[src/rtl/mdu_pkg.sv]
// Shared encodings for the iterative multiply/divide unit.
package mdu_pkg;

    localparam logic [1:0] MDU_MUL  = 2'd0;
    localparam logic [1:0] MDU_MULU = 2'd1;
    localparam logic [1:0] MDU_DIV  = 2'd2;
    localparam logic [1:0] MDU_DIVU = 2'd3;

    localparam logic [1:0] S_IDLE = 2'd0;
    localparam logic [1:0] S_CALC = 2'd1;
    localparam logic [1:0] S_FIX  = 2'd2;

endpackage

[src/rtl/mdu_abs_neg.sv]
// Conditional two's-complement: passes val through, or negates it when neg is set.
module mdu_abs_neg #(
    parameter int unsigned W = 32
) (
    input  logic [W-1:0] val,
    input  logic         neg,
    output logic [W-1:0] res_c
);

    assign res_c = neg ? (~val + W'(1)) : val;

endmodule

[src/rtl/muldiv_unit.sv]
// Radix-2 iterative multiply/divide unit for MULT, MULTU, DIV and DIVU.
// Magnitudes are processed in CALC; signs are applied on the way into hi/lo.
module muldiv_unit
    import mdu_pkg::*;
#(
    parameter int unsigned WIDTH = 32,
    parameter int unsigned CNT_W = $clog2(WIDTH)
) (
    input  logic             clk,
    input  logic             rst_n,
    input  logic             mul_start,
    input  logic             mulu_start,
    input  logic             div_start,
    input  logic             divu_start,
    input  logic [WIDTH-1:0] a,
    input  logic [WIDTH-1:0] b,
    output logic             busy,
    output logic             done,
    output logic [WIDTH-1:0] hi,
    output logic [WIDTH-1:0] lo
);

    logic [1:0]       state_q, state_d;
    logic             busy_d, done_d;
    logic             start_q;
    logic             start_any_c, launch_c, last_c;
    logic [1:0]       op_sel_c;
    logic             sel_div_c, sel_signed_c;
    logic             is_div_q, neg_q_q, neg_r_q;
    logic [CNT_W-1:0] cnt_q;
    logic [WIDTH:0]   acc_q, acc_n;
    logic [WIDTH-1:0] work_q, work_n;
    logic [WIDTH-1:0] opnd_q;
    logic [WIDTH:0]   addend, sum, r_sh, diff, divisor;
    logic [WIDTH-1:0] abs_a_c, abs_b_c, fix_q_c, fix_r_c;
    logic [2*WIDTH-1:0] fix_p_c;

    assign start_any_c = mul_start | mulu_start | div_start | divu_start;
    assign launch_c    = (state_q == S_IDLE) & start_any_c & ~start_q;
    assign last_c      = (cnt_q == CNT_W'(WIDTH - 1));

    // Launch priority when several strobes rise together: div > divu > mul > mulu
    always_comb begin
        op_sel_c = MDU_MULU;
        if (div_start)       op_sel_c = MDU_DIV;
        else if (divu_start) op_sel_c = MDU_DIVU;
        else if (mul_start)  op_sel_c = MDU_MUL;
    end

    assign sel_div_c    = (op_sel_c == MDU_DIV) | (op_sel_c == MDU_DIVU);
    assign sel_signed_c = (op_sel_c == MDU_DIV) | (op_sel_c == MDU_MUL);

    mdu_abs_neg #(.W(WIDTH)) u_abs_a (.val(a), .neg(sel_signed_c & a[WIDTH-1]), .res_c(abs_a_c));
    mdu_abs_neg #(.W(WIDTH)) u_abs_b (.val(b), .neg(sel_signed_c & b[WIDTH-1]), .res_c(abs_b_c));

    // One iteration: shift-add for multiply, restoring step for divide
    always_comb begin
        acc_n   = acc_q;
        work_n  = work_q;
        divisor = {1'b0, opnd_q};
        addend  = work_q[0] ? divisor : '0;
        sum     = acc_q + addend;
        r_sh    = {acc_q[WIDTH-1:0], work_q[WIDTH-1]};
        diff    = r_sh - divisor;
        if (is_div_q) begin
            if (r_sh >= divisor) begin
                acc_n  = diff;
                work_n = {work_q[WIDTH-2:0], 1'b1};
            end else begin
                acc_n  = r_sh;
                work_n = {work_q[WIDTH-2:0], 1'b0};
            end
        end else begin
            acc_n  = {1'b0, sum[WIDTH:1]};
            work_n = {sum[0], work_q[WIDTH-1:1]};
        end
    end

    // Sign fix applied to the final iteration's values as they enter hi/lo
    mdu_abs_neg #(.W(2*WIDTH)) u_fix_p (.val({acc_n[WIDTH-1:0], work_n}), .neg(neg_q_q), .res_c(fix_p_c));
    mdu_abs_neg #(.W(WIDTH))   u_fix_q (.val(work_n),             .neg(neg_q_q), .res_c(fix_q_c));
    mdu_abs_neg #(.W(WIDTH))   u_fix_r (.val(acc_n[WIDTH-1:0]),   .neg(neg_r_q), .res_c(fix_r_c));

    always_ff @(posedge clk or negedge rst_n) begin
        if (!rst_n) begin
            state_q <= S_IDLE;
            busy    <= 1'b0;
            done    <= 1'b0;
        end else begin
            state_q <= state_d;
            busy    <= busy_d;
            done    <= done_d;
        end
    end

    always_comb begin
        state_d = state_q;
        busy_d  = busy;
        done_d  = 1'b0;
        case (state_q)
            S_IDLE: begin
                if (launch_c) begin
                    state_d = S_CALC;
                    busy_d  = 1'b1;
                end
            end
            S_CALC: begin
                if (last_c) begin
                    state_d = S_FIX;
                    done_d  = 1'b1;
                end
            end
            S_FIX: begin
                state_d = S_IDLE;
                busy_d  = 1'b0;
            end
            default: begin
                state_d = S_IDLE;
                busy_d  = 1'b0;
            end
        endcase
    end

    // Datapath, counter and result registers
    always_ff @(posedge clk or negedge rst_n) begin
        if (!rst_n) begin
            start_q  <= 1'b0;
            cnt_q    <= '0;
            is_div_q <= 1'b0;
            neg_q_q  <= 1'b0;
            neg_r_q  <= 1'b0;
            acc_q    <= '0;
            work_q   <= '0;
            opnd_q   <= '0;
            hi       <= '0;
            lo       <= '0;
        end else begin
            start_q <= start_any_c;
            if (launch_c) begin
                cnt_q    <= '0;
                is_div_q <= sel_div_c;
                neg_q_q  <= sel_signed_c & (a[WIDTH-1] ^ b[WIDTH-1]);
                neg_r_q  <= sel_signed_c & a[WIDTH-1];
                acc_q    <= '0;
                work_q   <= sel_div_c ? abs_a_c : abs_b_c;
                opnd_q   <= sel_div_c ? abs_b_c : abs_a_c;
            end else if (state_q == S_CALC) begin
                acc_q  <= acc_n;
                work_q <= work_n;
                if (last_c) begin
                    hi <= is_div_q ? fix_r_c : fix_p_c[2*WIDTH-1:WIDTH];
                    lo <= is_div_q ? fix_q_c : fix_p_c[WIDTH-1:0];
                end else begin
                    cnt_q <= cnt_q + CNT_W'(1);
                end
            end
        end
    end

endmodule

[config.mk]
export PLATFORM = sky130hd
export DESIGN_NAME = muldiv_unit
export DESIGN_NICKNAME = d
export VERILOG_FILES = /design/src/rtl/mdu_pkg.sv /design/src/rtl/mdu_abs_neg.sv /design/src/rtl/muldiv_unit.sv
export SDC_FILE = /design/constraint.sdc
export NUM_CORES = 1
export LEC_CHECK = 0
export ABC_AREA = 0
export CAP_MARGIN = 5
export CORE_MARGIN = 10
export CORE_UTILIZATION = 55
export DETAILED_ROUTE_END_ITERATION = 12
export DONT_BUFFER_PORTS = 1
export GPL_ROUTABILITY_DRIVEN = 1
export PLACE_DENSITY = 0.79
export SLEW_MARGIN = 30
export SYNTH_ARGS = -nofsm -noshare
export SYNTH_HDL_FRONTEND = slang
export SYNTH_SLANG_ARGS = --single-unit
[constraint.sdc]
create_clock -name clk -period 14.6 [get_ports clk]
set_clock_uncertainty 0.15 [all_clocks]
set_input_delay 2.92 -clock clk [delete_from_list [all_inputs] [get_ports clk]]
set_output_delay 2.92 -clock clk [all_outputs]
set_load 0.01 [all_outputs]
Yosys cells after proc, flatten, opt, wreduce, memory -nomap -nowiden --
Index checks and enable logic that the tools add are counted.
Cells by class: add/subtract/negate cells 8, $lt $le $gt $ge 1, equal/unequal tests 7, multiplexer cells 31, bitwise operators 19, reduce and logical (&&, ||, !) cells 7
Operators by type and width (number):
- $mux W32 | 12
- $mux W33 | 4
- $add A32 B1 Y32 const B | 4
- $not A32 Y32 | 4
- $add A64 B1 Y64 const B | 1
- $mux W64 | 1
- $not A64 Y64 | 1
- $add A33 B32 Y33 | 1
- $ge A33 B32 Y1 | 1
- $sub A33 B32 Y33 | 1
- $mux W5 | 3
- $mux W2 | 4
- $ne A2 B2 Y1 const B | 3
- $reduce_and A2 Y1 | 3
- $add A5 B1 Y5 const B | 1
- $and A1 B1 Y1 | 5
- $eq A5 B5 Y1 const B | 1
- $mux W1 | 5
- $or A1 B1 Y1 | 5
- $eq A2 B2 Y1 const B | 2
- $logic_not A2 Y1 | 2
- $pmux W2 S2 | 1
- $not A1 Y1 | 3
- $reduce_and A3 Y1 | 1
- other kinds (4) | 4
Storage, ports and cells: flip-flop bits (word level) 174, input port bits 70, output and inout port bits 66

Logic depth before layout (Yosys ltp) --
depth in word-level cells 9, depth in mapped cells 22, depth with buffers taken out 20

Hierarchy --
From an unflattened synthesis, not the netlist that was laid out.
Second synthesis, totals: cell total of the unflattened synthesis 2162, area, all modules 17586.9 um^2
Modules (own cells, without submodules):
- muldiv_unit | instances 1, cells each 1560, area each 12829.8 um^2, seq. area each 4354.2 um^2
- mdu_abs_neg at u_abs_a ... | instances 4, cells each 99, area each 777.0 um^2, seq. area each 0.0 um^2
- mdu_abs_neg at u_fix_p | instances 1, cells each 206, area each 1649.1 um^2, seq. area each 0.0 um^2

Least setup slack after synthesis --
Ideal clock, no wire load.
kind in2reg, start input a[4], end register work_q[30], setup time 0.126 ns, arrival 5.706 ns, path slack 8.618 ns, stages on the path 11, path buffers 0, path through nor4_1 nand2_1 or4_1 or4_1 nor4_1 nand2_1 nor4_1 a21oi_1 xnor2_1 nor2_1 o32a_1
Between the ends: longest elaborated chain between the ends 5
RTL lines:
- from (decl) | RTL line muldiv_unit.sv:15 | input logic [WIDTH-1:0] a,
- $not A32 Y32 | RTL line mdu_abs_neg.sv:10 | assign res_c = neg ? (~val + W'(1)) : val;
- $add A32 B1 Y32 | RTL line mdu_abs_neg.sv:10
- $mux W32 | RTL line mdu_abs_neg.sv:10
- $mux W32 | RTL line muldiv_unit.sv:145 | work_q <= sel_div_c ? abs_a_c : abs_b_c;
- $mux W32 | RTL line muldiv_unit.sv:139 | if (launch_c) begin
- to (signal assigned) | RTL line muldiv_unit.sv:145
- to (signal assigned) | RTL line muldiv_unit.sv:149 | work_q <= work_n;
- to (decl) | RTL line muldiv_unit.sv:32 | logic [WIDTH-1:0] work_q, work_n;
No other way between the ends. A chain may end at the register's enable or synchronous reset.

Worst setup path in the final report --
start register acc_q[25], end register hi[30]
Between the ends: longest elaborated chain between the ends 7
RTL lines:
- from (decl) | RTL line muldiv_unit.sv:31 | logic [WIDTH:0] acc_q, acc_n;
- from (signal assigned) | RTL line muldiv_unit.sv:148 | acc_q <= acc_n;
- $sub A33 B32 Y33 or $ge A33 B32 Y1 (tied branches) | RTL line muldiv_unit.sv:64, muldiv_unit.sv:66
- $mux W33 or $mux W1 (tied branches) | RTL line muldiv_unit.sv:66 | if (r_sh >= divisor) begin
- $mux W33 or $mux W32 (tied branches) | RTL line muldiv_unit.sv:65 | if (is_div_q) begin
- $not A64 Y64 or $not A32 Y32 (tied branches) | RTL line mdu_abs_neg.sv:10
- $add A64 B1 Y64 or $add A32 B1 Y32 (tied branches) | RTL line mdu_abs_neg.sv:10
- $mux W64 or $mux W32 (tied branches) | RTL line mdu_abs_neg.sv:10
- $mux W32 (*) | RTL line muldiv_unit.sv:151 | hi <= is_div_q ? fix_r_c : fix_p_c[2*WIDTH-1:WIDTH];
- to (signal assigned) | RTL line muldiv_unit.sv:151
- to (decl) | RTL line muldiv_unit.sv:19 | output logic [WIDTH-1:0] hi,
Every way passes the cells marked *; elsewhere a longest branch is shown, timed or not.

==> impl_metrics.py <==
metrics = {
    "synthesis": {
        "synth_flop_cell": "dfrtp_1",
        "syn_avg_cell_area_um2": 7.95,
        "synthArstFlopShare": 1.00,
        "synth_seq_cells": 174,
        "mappedNetlistArea_mm2": 0.0154,
        "yosysUniqueCellTypes": 92,
        "synth_fp_nets": 2082,
        "yosys_warnings": 0,
        "synth-edff-count": 0,
        "synth-seq-area-share": 0.282,
        "syn_inst": 1940,
    },
    "grt": {
        "grt_pass1_wl_um": 86500,
        "grtUsageMet3": 0.0785,
        "grt-busiest-layer": "met2",
        "antenna_found_initial": 0,
        "grt_max_degree": 175,
        "use_met1": 0.357,
        "gr-total-overflow": 0,
        "grt_pass1_vias": 15200,
        "grt_use_met2": 0.505,
        "grt_usage": 0.309,
    },
    "drt": {
        "drtPass1Iterations": 7,
        "dr.first_iter.drc_count": 2030,
        "route.final.wire_length_um": 56400,
        "vias": 15600,
        "avgRoutedWirePerCell_um": 25.0,
        "drc": 0,
        "ant_nets": 0,
        "viasPerCell": 6.94,
    },
    "sta": {
        "finalCritPeriodShare": 0.454,
        "hold_viol": 0,
        "setup-tns-final_ns": 0,
        "max_slew_margin": 0.339,
        "rsz0062_at_grt": "no",
        "finalSetupViolCount": 0,
        "period_needed_ns": 6.62,
        "finalMaxSlewViolations": 0,
        "fmax_ghz": 0.151,
        "worstMarginPinSlew_ns": 0.992,
    },
    "die": {
        "dieArea_mm2": 0.0351,
        "die_w_um": 187,
        "io_pins": 136,
        "core_area_mm2": 0.0277,
        "die_height_um": 187,
        "floorplan.initialDensity": 0.556,
        "rows": 61,
    },
    "outcome": {
        "status": "finished, final reports clean",
    },
    "final_layout": {
        "nets": 2002,
        "area_growth_pct": 4.64,
        "insertedDiodeCount": 0,
        "final_cell_mix": "238 x nand2_1, 175 x o21ai_0, 173 x dfrtp_1",
        "drive_gt1_frac": 0.0523,
        "layout_commonest_cell": "nand2_1",
    },
    "worst_setup_path": {
        "crit_fanout": 20,
        "arrival_ns": 6.81,
        "required_ns": 14.79,
        "crit_type": "register to register",
        "r2r-start": "acc_q[25]",
        "startpoint": "acc_q[25]",
        "setup.worst_path.start_class": "register",
        "endpoint_kind": "register",
    },
    "clock_network": {
        "cts_sinks": 174,
        "cts_buffer_depth": 2,
        "cts_tree": "done",
        "ctsResizeCount": 0,
        "clk-insertion-delay-late_ns": 0.46,
        "cts-root-buf": "clkbuf_16",
        "clkTransAtPathRegs_ns": 0.08,
        "htree_levels": 4,
        "cts_buffers": 17,
        "postCtsSetupRepairBufs": 0,
        "ctsHoldBuffers": 0,
    },
    "min_path": {
        "hp-start": "work_q[28]",
        "worstHoldPathType": "register to register",
    },
    "place": {
        "dp_hpwl_um": 43100,
        "gp_congestion": 1.02,
        "port-buffer-count": 0,
    },
    "job": {
        "drv_cap": 0,
    },
}
-- area by class of cell --
| type | count | area, µm² |
|---|---|---|
| fill | 2500 | 11600 |
| multi-input combinational | 1591 | 10400 |
| sequential | 174 | 4360 |
| tap | 378 | 473 |
| clock buffer | 18 | 429 |
| inverter | 62 | 233 |
| clock inverter | 14 | 123 |
| timing repair buffer | 14 | 105 |
-- cell usage after synthesis, drive strengths merged (27+ instances only) --
cell type | instances | area [µm²]
a21o | 30 | 225
a21oi | 126 | 638
a31oi | 31 | 194
and2 | 47 | 297
buf | 27 | 125
clkbuf | 86 | 324
dfrtp | 174 | 4350
ha | 70 | 876
inv | 61 | 229
mux2i | 38 | 384
nand2 | 240 | 903
nand3 | 41 | 210
nor2 | 135 | 507
nor3 | 48 | 250
o211ai | 33 | 248
o21ai | 182 | 911
o221ai | 40 | 357
xnor2 | 83 | 727
xor2 | 72 | 631
-- critical path, stage by stage (launching register included) --
cell and delay, ns:
dfrtp_1 0.42, ha_1 0.42, a21oi_1 0.22, o21ai_1 0.15, a2111oi_2 0.61, nand4_1 0.54, nor2_1 0.23, buf_4 0.33
nor2_1 0.21, a21oi_1 0.36, ha_1 0.24, o211ai_1 0.14, or4_1 0.57, nand4b_1 0.30, nor3_1 0.33, and4_1 0.25
nand4b_1 0.26, nor2_1 0.33, o31ai_1 0.13, a31oi_1 0.19, a31oi_1 0.10
-- metal layers --
layer | share of wire | vias to the layer above | wire [µm]
met2 | 0.46 | 926 | 26200
li1 | - | 6999 | -
met3 | 0.10 | 238 | 5900
met4 | 0.071 | 0 | 3980
met1 | 0.36 | 7452 | 20300
met5 | 0 | - | 0
-- kinds of logic after synthesis --
kind of cell    Yosys count  synth area share
compound gates          641             0.277
xor+xnor                155            0.0881
fa+ha+maj                72            0.0594
buf+inv                 175            0.0442
flops                   174             0.282
mux                      52            0.0351
simple gates            671             0.213
-- flip-flops by register name, summed over array words and instances (netlist names), 2 cells and up --
signal,cells
acc_q,33
cnt_q,5
hi,32
lo,32
opnd_q,32
state_q,2
work_q,32
-- final timing paths --
path	end	slack (ns)	depth (start not counted)
hold reg to reg	work_q[28]	0.39	1
min in group asynchronous	cnt_q[1]	2.00	0
setup reg to reg	hi[30]	7.98	20
setup / recovery	hi[30]	7.98	20
hold / removal	work_q[28]	0.39	1
max in group asynchronous	acc_q[21]	12.12	0
-- metrics by stage --
step,hold slack [ns],std cells,area (µm²),utilization,setup WS [ns]
global placement,0.371,2219,15600,0.562,8.15
CTS,0.385,2251,16100,0.582,8.37
global route,0.409,2251,16100,0.582,7.81
floorplan,0.320,1940,15400,-,8.62
finish,0.393,2251,16100,0.582,7.98
detailed placement,0.364,2219,15600,0.562,8.06
Power is not shown: default switching activity piles up to over one toggle a cycle in this logic, so the estimate is an artifact.
